--- src/rtl/alu_pkg.sv ---
// Shared constants and state encoding for the result serializer slice.
package alu_pkg;

  localparam int DEF_WIDTH  = 32;
  localparam int DEF_NBYTES = DEF_WIDTH / 8;

  typedef enum logic [1:0] {
    IDLE = 2'd0,
    SEND = 2'd1,
    DONE = 2'd2
  } state_t;

  // A single-byte word still needs a one-bit index port.
  function automatic int idx_width(input int nbytes);
    return (nbytes > 1) ? $clog2(nbytes) : 1;
  endfunction

endpackage

--- src/rtl/result_serializer_if.sv ---
// Load side and byte-stream side of the result serializer.
interface result_serializer_if #(
  parameter int WIDTH = alu_pkg::DEF_WIDTH
);
  localparam int IW = alu_pkg::idx_width(WIDTH / 8);

  logic             load;
  logic [WIDTH-1:0] din;
  logic             carry_in;
  logic             busy;
  logic             out_valid;
  logic             out_ready;
  logic [7:0]       out_data;
  logic [IW-1:0]    out_idx;
  logic             out_last;
  logic             out_carry;
  logic             done;

  modport master (
    output load, din, carry_in, out_ready,
    input  busy, out_valid, out_data, out_idx, out_last, out_carry, done
  );

  modport slave (
    input  load, din, carry_in, out_ready,
    output busy, out_valid, out_data, out_idx, out_last, out_carry, done
  );

endinterface

--- src/rtl/byte_select.sv ---
// Combinational byte mux: picks byte idx of word, byte 0 = bits [7:0].
module byte_select
  import alu_pkg::*;
#(
  parameter int WIDTH = DEF_WIDTH,
  parameter int IW    = idx_width(DEF_WIDTH / 8)
) (
  input  logic [WIDTH-1:0] word,
  input  logic [IW-1:0]    idx,
  output logic [7:0]       byte_out
);

  assign byte_out = word[{idx, 3'b000} +: 8];

endmodule

--- src/rtl/result_serializer.sv ---
// Captures a result word plus carry and streams it out LSB byte first.
//
// state | meaning
// IDLE  | waiting for load; word and carry hold last capture
// SEND  | presenting byte idx, advancing on each accepted transfer
// DONE  | one-cycle completion pulse, then back to IDLE
module result_serializer
  import alu_pkg::*;
#(
  parameter int WIDTH = DEF_WIDTH
) (
  input  logic              clk,
  input  logic              rst,
  result_serializer_if.slave bus
);

  localparam int            NBYTES   = WIDTH / 8;
  localparam int            IW       = idx_width(NBYTES);
  localparam logic [IW-1:0] LAST_IDX = IW'(NBYTES - 1);

  state_t           state;
  logic [WIDTH-1:0] word;
  logic [IW-1:0]    idx;
  logic             carry;
  logic             valid_q;
  logic             last_q;
  logic             done_q;
  logic             busy_q;
  logic [7:0]       sel_byte;

  byte_select #(
    .WIDTH (WIDTH),
    .IW    (IW)
  ) u_byte_select (
    .word     (word),
    .idx      (idx),
    .byte_out (sel_byte)
  );

  always_ff @(posedge clk) begin
    if (rst) begin
      state   <= IDLE;
      word    <= '0;
      idx     <= '0;
      carry   <= 1'b0;
      valid_q <= 1'b0;
      last_q  <= 1'b0;
      done_q  <= 1'b0;
      busy_q  <= 1'b0;
    end else begin
      done_q <= 1'b0;
      unique case (state)
        IDLE: begin
          if (bus.load) begin
            word    <= bus.din;
            carry   <= bus.carry_in;
            idx     <= '0;
            state   <= SEND;
            valid_q <= 1'b1;
            busy_q  <= 1'b1;
            last_q  <= (LAST_IDX == '0);
          end
        end
        SEND: begin
          if (bus.out_ready) begin
            if (idx == LAST_IDX) begin
              // idx parks on the last byte; it is cleared by the next load.
              state   <= DONE;
              valid_q <= 1'b0;
              last_q  <= 1'b0;
              done_q  <= 1'b1;
            end else begin
              idx    <= idx + IW'(1);
              last_q <= ((idx + IW'(1)) == LAST_IDX);
            end
          end
        end
        DONE: begin
          state  <= IDLE;
          busy_q <= 1'b0;
        end
        default: begin
          state   <= IDLE;
          valid_q <= 1'b0;
          last_q  <= 1'b0;
          busy_q  <= 1'b0;
        end
      endcase
    end
  end

  // Byte output is forced low whenever nothing is being offered.
  assign bus.out_data  = valid_q ? sel_byte : 8'h00;
  assign bus.out_valid = valid_q;
  assign bus.out_idx   = idx;
  assign bus.out_last  = last_q;
  assign bus.out_carry = carry;
  assign bus.done      = done_q;
  assign bus.busy      = busy_q;

endmodule
--- src/flat_wrapper.sv ---
// flat-port wrapper written by rule: the top's interface ports become plain ports
module result_serializer_flat import alu_pkg::*;
#(
  parameter int WIDTH = DEF_WIDTH
)
  (clk, rst, bus_load, bus_din, bus_carry_in, bus_out_ready, bus_busy, bus_out_valid, bus_out_data, bus_out_idx, bus_out_last, bus_out_carry, bus_done);
  result_serializer_if #(.WIDTH(WIDTH)) bus_i ();
  input  logic clk;
  input  logic rst;
  input wire logic [$bits(bus_i.load)-1:0] bus_load;
  input wire logic [$bits(bus_i.din)-1:0] bus_din;
  input wire logic [$bits(bus_i.carry_in)-1:0] bus_carry_in;
  input wire logic [$bits(bus_i.out_ready)-1:0] bus_out_ready;
  output wire logic [$bits(bus_i.busy)-1:0] bus_busy;
  output wire logic [$bits(bus_i.out_valid)-1:0] bus_out_valid;
  output wire logic [$bits(bus_i.out_data)-1:0] bus_out_data;
  output wire logic [$bits(bus_i.out_idx)-1:0] bus_out_idx;
  output wire logic [$bits(bus_i.out_last)-1:0] bus_out_last;
  output wire logic [$bits(bus_i.out_carry)-1:0] bus_out_carry;
  output wire logic [$bits(bus_i.done)-1:0] bus_done;
  assign bus_i.load = bus_load;
  assign bus_i.din = bus_din;
  assign bus_i.carry_in = bus_carry_in;
  assign bus_i.out_ready = bus_out_ready;
  assign bus_busy = bus_i.busy;
  assign bus_out_valid = bus_i.out_valid;
  assign bus_out_data = bus_i.out_data;
  assign bus_out_idx = bus_i.out_idx;
  assign bus_out_last = bus_i.out_last;
  assign bus_out_carry = bus_i.out_carry;
  assign bus_done = bus_i.done;
  result_serializer #(.WIDTH(WIDTH)) u_core (.clk(clk), .rst(rst), .bus(bus_i));
endmodule
--- config.mk ---
export PLATFORM = sky130hd
export DESIGN_NAME = result_serializer_flat
export DESIGN_NICKNAME = d
export VERILOG_FILES = /design/src/rtl/alu_pkg.sv /design/src/rtl/result_serializer_if.sv /design/src/rtl/byte_select.sv /design/src/rtl/result_serializer.sv /design/src/flat_wrapper.sv
export SDC_FILE = /design/constraint.sdc
export NUM_CORES = 1
export LEC_CHECK = 0
export BUFFER_PORTS_ARGS = -buffer_cell sky130_fd_sc_hd__buf_2
export CORE_UTILIZATION = 54
export DETAILED_ROUTE_END_ITERATION = 8
export PLACE_DENSITY = 0.94
export RECOVER_POWER = 25
export SLEW_MARGIN = 20
export SYNTH_ARGS = -nofsm -noshare
export SYNTH_HDL_FRONTEND = slang
export SYNTH_HIERARCHICAL = 1
export SYNTH_SLANG_ARGS = --single-unit
--- constraint.sdc ---
create_clock -name clk -period 2.55 [get_ports clk]
set_clock_uncertainty 0.05 [all_clocks]
set_input_delay 0.3825 -clock clk [delete_from_list [all_inputs] [get_ports clk]]
set_output_delay 0.3825 -clock clk [all_outputs]
set_load 0.03 [all_outputs]
==> results <==
- The detailed-route DRC error count is 0.
- The number of pins with negative max-slew slack in the final report is 0.
- The via count of the routed design is between 1k and 1.5k.
- The CTS clock-pin slew for the worst setup and hold paths is 0.11 ns.
- The count of max-cap constraint violations is 0.
- The worst reg2reg path endpoint is u_core/word[14].
- Once placement completed, the tool counted placed cells totaling 282.
- Along the worst path, the maximum fanout reaches 8.
- The floorplan die height is 59.2 um.
- The maximum number of pins on one net before global-route repair is 42.
- The critical path launch point type is a register.
- The floorplan has 20 rows.
- The total of fill cells in the finished design is 270.
- The arrival time of the worst setup path is 1.93 ns.
- The number of global-route vias before repair is 1395.
- The wire length of the first global-routing pass is 6.03 mm.
- In the final timing run, aggregate negative setup slack is 0 ns.
- The worst hold path was traced through 3 stages.
- In this run the power density over the cells is 575 mW/mm^2.
- The final hold violation count was 0.
- The number of clock buffers added by TritonCTS is 5.
- Counting along the longest clock path gives a buffer depth of 2.
- The total number of clock tree sinks is 41.
- After detailed routing, the number of vias per cell comes to between 5 and 6.
- The count of cells along the worst register-to-register path is 3.
- The number of design-rule violations left by the first detailed-router iteration is 58.
- The post-synthesis net count is 239.
- The fmax is about 420 MHz.
- The number of antenna diodes in the final layout is 0.
- The class of the tightest hold or removal check is in -> reg.
- The top cell types in the final layout, fill and taps aside, are 67 x sky130_fd_sc_hd__nand2_1, 46 x sky130_fd_sc_hd__buf_2, 41 x sky130_fd_sc_hd__dfxtp_1.
- The worst slew margin relative to its limit is 19.2%.
- On the worst path, the slowest cell contributes a delay of 0.51 ns.
- A synthesized cell averages a little under 9 sq um.
- The synthesized netlist contains 23 unique library cells.
- The overall fraction of global-route tracks in use is 24.0%.
- Synthesis produced 200 cells.
- The startpoint identified for the worst register-to-register timing path is u_core/state[1].
- The post-CTS setup buffer count is 0.
- The cell taking the most area after synthesis is sky130_fd_sc_hd__dfxtp_1.
- In the final routed layout, each cell accounts on average for 12.6 um.
- The count of nets after finishing is between 200 and 300.
- The number of flip-flops and latches in the synthesized netlist is around 40.
- The floorplan step set the die width to 59.2 um.
- The worst-case hold path end point is u_core/bus.out_carry.
- The time the worst path needs with I/O delays and setup is around 2.4 ns.
- Data on the critical path is required at its endpoint by between 2 and 2.5 ns.
- The count of buffering cells on the critical path with inverters included is 2.
- The initial antenna violation count is 0.
- After routing the design area is 0.00204 sq mm.
- The number of detailed-routing iterations run before antenna repair is 4.
- For this run, the number of Yosys warnings is 6.
- In this run the remaining antenna-violating nets after routing total 0.
- Setup repair after global routing left no endpoint under its margin.
- TritonCTS built the clock tree.
- For flop-to-flop paths, the worst setup slack is 0.49 ns.
- The clock root buffer is sky130_fd_sc_hd__clkbuf_4.
- The global route total overflow is 0.
- The area share of the leading cell type in the synthesized netlist is 46.5%.
- The signal on the critical path passes through buf_4 -> mux4_2 -> and2_1 -> buf_2.
- By area the synthesized netlist is led by sky130_fd_sc_hd__dfxtp_1 46%, sky130_fd_sc_hd__nand2_1 14%, sky130_fd_sc_hd__a21oi_1 10%.
- The number of H-tree levels is 2.
- The die covers 0.00350 sq mm.
- The number of I/O port buffers is between 50 and 60.
- The post-synthesis to final-layout area growth is 15.5%.
- The flow ran to the end, and the final reports show no timing, DRC or antenna violations.
- The total setup violations reported at the end of the flow is 0.
- The worst setup path category is reg -> out.
- The cell with the largest stage delay on the worst path is sky130_fd_sc_hd__dfxtp_1.
- The clock latency of the later-clocked register in the worst-skew pair is 0.33 ns.
- For the pin with the worst max-slew slack, the measured transition is about 1.2 ns.
- Buffers inserted to repair hold after CTS numbered 0.
- For this configuration, the core starts out at a cell density of 57.4%.
- The final wirelength is 3.65 mm.
- The leakage dissipation is 0.000836 uW.
- VDD sags by at most 0.275 mV.
- The combined area of all synthesized cells is 0.00177 sq mm.
- The half-perimeter wire length after detailed placement is ~2.5 mm.
- Among cell families on the critical path, the largest total delay comes from flip-flops.
- STA classifies the critical path endpoint as an output pin.
- The most common cell after layout, fill and taps aside is sky130_fd_sc_hd__nand2_1.
- Across all hold checks on the routed design, the worst slack comes to ~0.22 ns.
- The final critical path takes up between 90 and 100% of the cycle.
- The layout cell share with drive strength beyond 1 is 26.9%.
- The post-CTS resize count is 0.
- The core region is 0.00308 sq mm.
- Once placement finished, the instance area stood at roughly 0.002 sq mm.
- At the end of routability-driven placement, the weighted congestion stood at between 0.7 and 0.8.
- The worst hold path begins at bus_carry_in.
- The post-layout instance count excluding filler cells is a little under 300.
- For this design the top-level I/O count stands at 52.
- The sequential fraction of the synthesis area is 46.5%.
[stage by stage]
step / setup slack [ns] / utilization, % / power [uW]
after floorplan: 0.610 / - / 820
after global placement: 0.553 / 64.7 / 863
after detailed placement: 0.545 / 64.7 / 869
after CTS: 0.157 / 66.5 / 1180
after global routing: 0.0455 / 66.3 / 1230
final: 0.187 / 66.3 / 1170
[power by group]
part | switching (uW) | internal (uW)
Sequential | 22.9 | 674
Combinational | 89.9 | 67.5
Clock | 187 | 130
[layout make-up]
type                       count  area (sq um)  share of cell area, %
multi-input combinational    142           837                   41.0
sequential                    41           821                   40.2
timing repair buffer          53           264                   12.9
clock buffer                   7          55.1                   2.70
tap                           44          55.1                   2.70
inverter                       2          7.51                  0.368
[flip-flops by register name (all words and copies together) (netlist names)]
name / cells
u_core/word: 32
u_core/bus.busy: 1
u_core/bus.out_last: 1
u_core/bus.out_idx: 2
u_core/bus.done: 1
u_core/bus.out_carry: 1
u_core/state: 2
u_core/bus.out_valid: 1
[synth_stat cells]
library cell / instances
sky130_fd_sc_hd__ha_1: 2
sky130_fd_sc_hd__a21oi_1: 37
sky130_fd_sc_hd__nor4_1: 2
sky130_fd_sc_hd__clkbuf_1: 5
sky130_fd_sc_hd__nor3_1: 1
sky130_fd_sc_hd__nand3_1: 4
sky130_fd_sc_hd__or2_2: 1
sky130_fd_sc_hd__dfxtp_1: 41
sky130_fd_sc_hd__or3_1: 1
sky130_fd_sc_hd__nor3b_2: 1
sky130_fd_sc_hd__and2_1: 8
sky130_fd_sc_hd__nand4bb_1: 1
sky130_fd_sc_hd__buf_6: 6
sky130_fd_sc_hd__mux2i_1: 1
sky130_fd_sc_hd__o21ai_0: 2
sky130_fd_sc_hd__a21oi_2: 2
sky130_fd_sc_hd__or3b_1: 1
sky130_fd_sc_hd__clkbuf_2: 1
sky130_fd_sc_hd__mux4_2: 8
sky130_fd_sc_hd__nand2b_1: 3
sky130_fd_sc_hd__buf_2: 3
sky130_fd_sc_hd__nand2_1: 67
sky130_fd_sc_hd__inv_1: 2
[metal layers]
metal  GRT usage, %  part of all wire (%)  vias up
met5              0                     0        -
met4           9.18                   1.2        0
met3           7.86                   5.5        4
met2           41.6                    49       52
met1           27.1                    44      666
li1               -                     -      758
[how the worst max path moves through the flow]
stage | startpoint | to | slack [ns] | depth (start not counted)
2_1_floorplan | u_core/bus.out_idx[0] | bus_out_data[0] | 0.61 | 3
3_3_place_gp | u_core/bus.out_idx[0] | bus_out_data[6] | 0.55 | 4
3_5_place_dp | u_core/bus.out_idx[0] | bus_out_data[7] | 0.55 | 4
4_1_cts | u_core/bus.out_idx[0] | bus_out_data[7] | 0.16 | 4
5_1_grt | u_core/bus.out_idx[0] | bus_out_data[7] | 0.05 | 4
6_report | u_core/bus.out_idx[0] | bus_out_data[7] | 0.19 | 4
[tightest hold or removal path: cells and delay by family]
| kind | cells | cell delay (ns) |
|---|---|---|
| buf+inv | 1 | 0.09 |
| compound gates | 1 | 0.05 |
| simple gates | 1 | 0.04 |
[cell families after synthesis]
logic type / after synthesis / synth area share, %
buf+inv: 17 / 6.45
simple gates: 90 / 22.8
compound gates: 41 / 12.0
fa+ha+maj: 2 / 1.42
flops: 41 / 46.5
mux: 9 / 10.8
(Power assumes the default switching activity.)
